--- src/rtl/i2f_conv.sv ---
// i2f_conv: 32-bit signed integer to IEEE-754 single-precision converter.
//
// Three-stage valid/ready pipeline:
//   S1  sign + |in_data|
//   S2  leading-zero count + left-normalised magnitude
//   S3  rounded, packed result (drives out_data / out_inexact)
//
// Ports:
//   clk          clock, rising edge
//   rst          asynchronous active-high reset
//   in_valid     in_data valid
//   in_ready     converter accepts in_data this cycle
//   in_data      two's-complement signed integer
//   out_valid    out_data / out_inexact valid
//   out_ready    consumer accepts the result this cycle
//   out_data     single-precision result
//   out_inexact  result differs from the exact input value
//
// Build option: define I2F_ROUND_EN for round-to-nearest-even; otherwise
// the mantissa is truncated toward zero. Latency is the same either way.
module i2f_conv (
  input  logic        clk,
  input  logic        rst,
  input  logic        in_valid,
  output logic        in_ready,
  input  logic [31:0] in_data,
  output logic        out_valid,
  input  logic        out_ready,
  output logic [31:0] out_data,
  output logic        out_inexact
);

  // Stage state
  logic        s1_vld, s1_sign;
  logic [31:0] s1_mag;
  logic        s2_vld, s2_sign, s2_zero;
  logic [4:0]  s2_lz;
  logic [30:0] s2_norm;   // norm[31] is implied 1 for nonzero values

  // Handshake: a stage moves forward when the stage below is empty or is
  // itself moving forward this cycle, so a full pipe still streams 1/clk.
  logic adv1, adv2, acc;
  assign adv2     = s2_vld & (~out_valid | out_ready);
  assign adv1     = s1_vld & (~s2_vld | adv2);
  assign in_ready = ~s1_vld | adv1;
  assign acc      = in_valid & in_ready;

  // S1 -> S2: leading-zero count and normalisation
  logic [4:0]  lz;
  logic [31:0] norm;
  logic        found;
  always_comb begin
    lz    = 5'd0;
    found = 1'b0;
    for (int i = 31; i >= 0; i--) begin
      if (!found && s1_mag[i]) begin
        lz    = 5'(31 - i);
        found = 1'b1;
      end
    end
    norm = s1_mag << lz;
  end

  // S2 -> S3: round and pack
  logic [7:0]  exp_raw, exp_r;
  logic [22:0] mant, mant_r;
  logic        guard, sticky, inc, carry;
  logic [31:0] res;
  logic        res_inx;
  always_comb begin
    exp_raw = 8'd158 - {3'b000, s2_lz};
    mant    = s2_norm[30:8];
    guard   = s2_norm[7];
    sticky  = |s2_norm[6:0];
`ifdef I2F_ROUND_EN
    inc     = guard & (sticky | mant[0]);
`else
    inc     = 1'b0;
`endif
    // All-ones mantissa + 1 carries into the exponent; max exponent is
    // 158 so this can never reach the infinity encoding.
    {carry, mant_r} = {1'b0, mant} + {23'd0, inc};
    exp_r   = exp_raw + {7'd0, carry};
    res     = s2_zero ? 32'd0 : {s2_sign, exp_r, mant_r};
    res_inx = ~s2_zero & (guard | sticky);
  end

  // Valid bits and output registers
  always_ff @(posedge clk or posedge rst) begin
    if (rst) begin
      s1_vld      <= 1'b0;
      s2_vld      <= 1'b0;
      out_valid   <= 1'b0;
      out_data    <= 32'd0;
      out_inexact <= 1'b0;
    end else begin
      s1_vld    <= acc  | (s1_vld & ~adv1);
      s2_vld    <= adv1 | (s2_vld & ~adv2);
      out_valid <= adv2 | (out_valid & ~out_ready);
      if (adv2) begin
        out_data    <= res;
        out_inexact <= res_inx;
      end
    end
  end

  // Datapath registers need no reset; their valid bits gate them.
  always_ff @(posedge clk) begin
    if (acc) begin
      s1_sign <= in_data[31];
      s1_mag  <= in_data[31] ? (~in_data + 32'd1) : in_data;
    end
    if (adv1) begin
      s2_sign <= s1_sign;
      s2_lz   <= lz;
      s2_norm <= norm[30:0];
      s2_zero <= ~norm[31];   // only a zero magnitude leaves bit 31 clear
    end
  end

endmodule

--- config.mk ---
export PLATFORM = sky130hd
export DESIGN_NAME = i2f_conv
export DESIGN_NICKNAME = d
export VERILOG_FILES = /design/src/rtl/i2f_conv.sv
export SDC_FILE = /design/constraint.sdc
export NUM_CORES = 1
export LEC_CHECK = 0
export CORE_ASPECT_RATIO = 0.9
export CORE_UTILIZATION = 59
export CTS_BUF_LIST = sky130_fd_sc_hd__clkbuf_4
export DETAILED_ROUTE_END_ITERATION = 10
export GPL_TIMING_DRIVEN = 0
export PLACE_DENSITY = 0.9
export SKIP_LAST_GASP = 1
export SYNTH_ARGS = -nofsm -noshare
export SYNTH_HDL_FRONTEND = slang
export SYNTH_SLANG_ARGS = --single-unit
--- constraint.sdc ---
create_clock -name clk -period 4.24 [get_ports clk]
set_input_delay 0.848 -clock clk [delete_from_list [all_inputs] [get_ports clk]]
set_output_delay 0.848 -clock clk [all_outputs]
set_load 0.01 [all_outputs]
# == Word level (Yosys, flattened, before mapping) ==
# Index checks and enable logic that the tools add are counted.
# word_totals
register_bits,107
input_bits,36
out_inout_bits,35
# op_classes
add_sub_neg,2
n_shift,1
n_mux,64
bitwise_logic,23
n_reduce_logical,63
# ops
operator,count
5-bit 2-to-1 mux,30
32-bit by 1-bit adder with 32-bit output (second input constant),1
1-bit 2-to-1 mux,32
32-bit 2-to-1 mux,1
32-bit inverter,1
32-bit by 5-bit left shift with 32-bit output,1
1-bit logical AND,31
1-bit zero test,31
31-bit 2-to-1 mux,1
1-bit inverter,8
8-bit by 5-bit subtractor with 8-bit output (first input constant),1
1-bit AND,7
1-bit OR,7
7-bit OR reduction,1

# == Logic depth before layout (Yosys ltp) ==
# depth
depth_word,96
depth_mapped,13

# == Worst setup path before layout ==
# Ideal clock, no wire load.
# synth_timing
kind,input port to flip-flop
startpoint,input in_data[5]
endpoint,register s1_mag[29] (data pin)
setup_ns,0.262
t_arrival_ns,2.904
required_ns,3.978
slack_ns,1.074
stages,8
path_buffers,0
path_cell_list,nor4_2 > nand3_1 > or3_1 > or3_1 > or2_2 > nand2b_1 > o31ai_1 > xnor2_1
# synth_between
elab_chain_len,3
# synth_rtl
element,line,source
"start, declared",26,"input logic [31:0] in_data,"
32-bit inverter,111,s1_mag <= in_data[31] ? (~in_data + 32'd1) : in_data;
32-bit by 1-bit adder with 32-bit output,111,
31-bit 2-to-1 mux,111,
"end signal, assigned",111,
"end, declared",35,logic [31:0] s1_mag;
# No other way between the ends.
# A chain may end at the register's enable or synchronous reset.

# == Worst setup path in the final report ==
# layout_timing
startpoint,register s1_mag[30]
endpoint,register s2_norm[28] (data pin)
# layout_between
elab_chain_len,93
word_cells_on_any_way,123
# layout_rtl
element,line,source
1-bit logical AND,56,if (!found && s1_mag[i]) begin
1-bit 2-to-1 mux,56,
1-bit zero test,56,
1-bit logical AND,56,
1-bit 2-to-1 mux,56,
1-bit zero test,56,
1-bit logical AND,56,
1-bit 2-to-1 mux,56,
[78 not listed],--,
1-bit zero test,56,
1-bit logical AND,56,
1-bit 2-to-1 mux,56,
1-bit zero test,56,
1-bit logical AND,56,
5-bit 2-to-1 mux,56,
32-bit by 5-bit left shift with 32-bit output *,61,norm = s1_mag << lz;
via norm[28],50,logic [31:0] norm;
"end signal, assigned",116,s2_norm <= norm[30:0];
"end, declared",38,logic [30:0] s2_norm;
# Mark *: on every way through the listed nets, which the timed path passes. The rest lies on a longest branch.

==> results.json <==
{
  "status": "complete, no violations",
  "setup_tns_ns": 0,
  "num-fill-cells": 748,
  "initial_utilization_pct": 62.1,
  "ys_types": 70,
  "netlist.area_leader.share_pct": 32.8,
  "max_stage_delay_ns": 0.56,
  "cts_tree": "done",
  "vias_per_cell": 6.84,
  "clockRootBuffer": "clkbuf_4",
  "fin_crit_ns": 4.22,
  "rows": 35,
  "diodes": 0,
  "wirelength_um": 19600,
  "die_area_um2": 11400,
  "r2r_slack_ns": 0.02,
  "rr_worst_depth": 12,
  "ir_drop_mv": 0.248,
  "grt_overflow": 0,
  "fin_skew_ns": 0.0147,
  "grt_pass1_wl_um": 30300,
  "cp.arrival_ns": 4.45,
  "setup-violations-final": 0,
  "fp.dieW_um": 113,
  "grt_pass1_vias": 5645,
  "ant_nets": 0,
  "min_from": "s1_sign",
  "syn2layout_area_growth_pct": 16.2,
  "wire_per_inst_um": 22.3,
  "slew_headroom_pct": 38.0,
  "antenna_found_initial": 0,
  "clk-insertion-delay-late_ns": 0.49,
  "cp_max_fo": 10,
  "cpMostUsedCell": "buf_4",
  "worstHoldEndpoint": "s2_sign",
  "ys_ff_latch": 107,
  "synthFlopType": "edfxtp_1",
  "finalHoldViolations": 0,
  "fin_crit_sh_pct": 99.5,
  "layout_setup_ws_ns": 0.0194,
  "worstSetupStartpointType": "flop",
  "power_density_nw_per_um2": 379,
  "worst_slew_pin_slew_ns": 0.930,
  "cts_made_buffers": 9,
  "finalMaxSlewViolations": 0,
  "yosysWarnings": 0,
  "post_synth_instance_area_um2": 6500,
  "io_buffers": 70,
  "ctsHoldBuffers": 0,
  "grt_usage_pct": 35.4,
  "gp_congestion": 1.01,
  "remaining_drc_errors": 0,
  "core_um2": 10500,
  "dp_slack_ns": 0.154,
  "drt-initial-drc-count": 787,
  "synthTopCellsByArea": "edfxtp_1, dfrtp_1, nand2_1, o21ai_0, xnor2_1",
  "power.leakage_nw": 2.74,
  "layout_commonest_cell": "nand2_1",
  "rsz0062_at_grt": "no",
  "crit_path_end_kind": "flop",
  "r2r-start": "s1_mag[30]",
  "critPathKind": "flop to flop",
  "whs_path_depth": 0,
  "cts.path.max_buffers": 2,
  "layout-drive-gt1-share_pct": 7.74,
  "crit_chain": "nor4_4 -> nand4_1 -> nor3_1 -> nand2_1 -> and3_1 -> buf_4 -> nand2_4 -> buf_4 -> a22oi_1 -> mux2i_1 -> o22ai_1 -> nor4_1",
  "path_clk_slew_ns": 0.17,
  "timing.rr.end": "s2_norm[28]",
  "cp_slowest_cell": "nor4_1",
  "required_ns": 4.47,
  "syn_avg_cell_area_um2": 9.80,
  "drv_cap": 0,
  "ys_seq_area_share_pct": 46.7,
  "final_nets": 782,
  "syn_inst": 663,
  "synth_top_cell_by_area": "edfxtp_1",
  "first_pass_iters": 6,
  "die_y_um": 102,
  "synthArstFlopShare_pct": 33.6,
  "synth-edff-count": 71,
  "io_pins": 71,
  "cts_sinks": 107,
  "grt_max_degree": 39,
  "mostFrequentLayoutCells": "nand2_1, edfxtp_1, clkdlybuf4s50_1",
  "dpl.hpwl_um": 15100,
  "htreeDepth": 3,
  "detailroute.via_count": 6004,
  "max_freq_mhz": 237,
  "hold_path.class": "flop to flop",
  "syn_nets": 701
}
==> routing by layer <==
| metal | vias to the layer above | part of all wire, % | GRT usage (%) | routed length [µm] |
|---|---|---|---|---|
| met2 | 401 | 45 | 56.1 | 8840 |
| li1 | 2675 | - | - | - |
| met3 | 63 | 10 | 8.02 | 2050 |
| met4 | 0 | 3.3 | 13.9 | 641 |
| met5 | - | 0 | 0 | 0 |
| met1 | 2865 | 41 | 47.7 | 8020 |
==> critical path, delay by kind of cell (launching register included) <==
| kind | cells | cell delay [ns] |
|---|---|---|
| DFF | 1 | 0.50 |
| buffers and inverters | 2 | 0.38 |
| and+or+nand+nor | 7 | 2.32 |
| muxes | 1 | 0.48 |
| AOI/OAI and AO/OA | 2 | 0.26 |
==> cell families after synthesis <==
logic type               share of synthesized area, %
flip-flops                                       46.7
adder cells (fa/ha/maj)                         0.385
buffers and inverters                            3.87
multiplexers                                     3.75
XOR/XNOR                                         4.31
AND/OR/NAND/NOR                                  19.2
AO/OA/AOI/OAI                                    21.8
==> final cells by class <==
class / instances / area, µm² / area share, %
Multi-Input combinational cell: 501 / 3220 / 42.7
Sequential cell: 107 / 3030 / 40.2
Timing Repair Buffer: 70 / 701 / 9.28
Buffer: 36 / 180 / 2.39
Tap cell: 129 / 161 / 2.14
Clock inverter: 7 / 116 / 1.54
Inverter: 19 / 71.3 / 0.944
Clock buffer: 9 / 67.6 / 0.895
==> state kept, by name (all words and copies together) (netlist names) <==
signal and flops:
out_data 32, s1_mag 32, s2_norm 31, s2_lz 5
out_inexact 1, out_valid 1, s1_sign 1, s1_vld 1
s2_sign 1, s2_vld 1, s2_zero 1
==> report_power, final <==
part           internal, mW  switching, mW
Clock                 0.257          0.374
Combinational         0.344          0.491
Sequential             1.29          0.101
Total                  1.89          0.967
==> cell usage after synthesis (5+ instances only) <==
cell type and instances:
o31ai_1 13, nand2_1 73, o211ai_1 7, nand2b_1 33, nor2_1 48, nand3_1 16
a22oi_1 16, a21oi_1 31, a211oi_1 13, nor3_1 14, xnor2_1 28, nor4_1 10
o21ai_0 52, o22ai_1 10, or3_1 9, dfrtp_1 36, clkbuf_1 24, a32oi_1 5
edfxtp_1 71, inv_1 18, a31oi_1 7, mux2i_1 21, a221oi_1 13, and2_1 6
==> how the worst max path moves through the flow <==
stage | from | to | depth (start not counted)
floorplan | in_data[5] | s1_mag[29] | 8
global placement | s1_mag[30] | s2_norm[28] | 12
detailed placement | s1_mag[30] | s2_norm[28] | 12
CTS | s1_mag[30] | s2_norm[28] | 12
global route | s1_mag[30] | s2_norm[28] | 12
finish | s1_mag[30] | s2_norm[28] | 12
==> stage by stage <==
stage	hold slack [ns]	utilization, %	total power, mW	area (µm²)	std cells
2_1_floorplan	0.400	-	1.85	6500	663
3_3_place_gp	0.419	70.3	2.20	7360	862
3_5_place_dp	0.418	70.3	2.23	7360	862
4_1_cts	0.468	72.1	2.84	7550	878
5_1_grt	0.479	72.1	2.97	7550	878
6_report	0.461	72.1	2.86	7550	878
==> repair_timing <==
action | in CTS | in global routing
endpoints found under the setup margin | 0 | 1
resized for setup | 0 | 1
buffers inserted | 0 | 0
(Power assumes the default switching activity.)
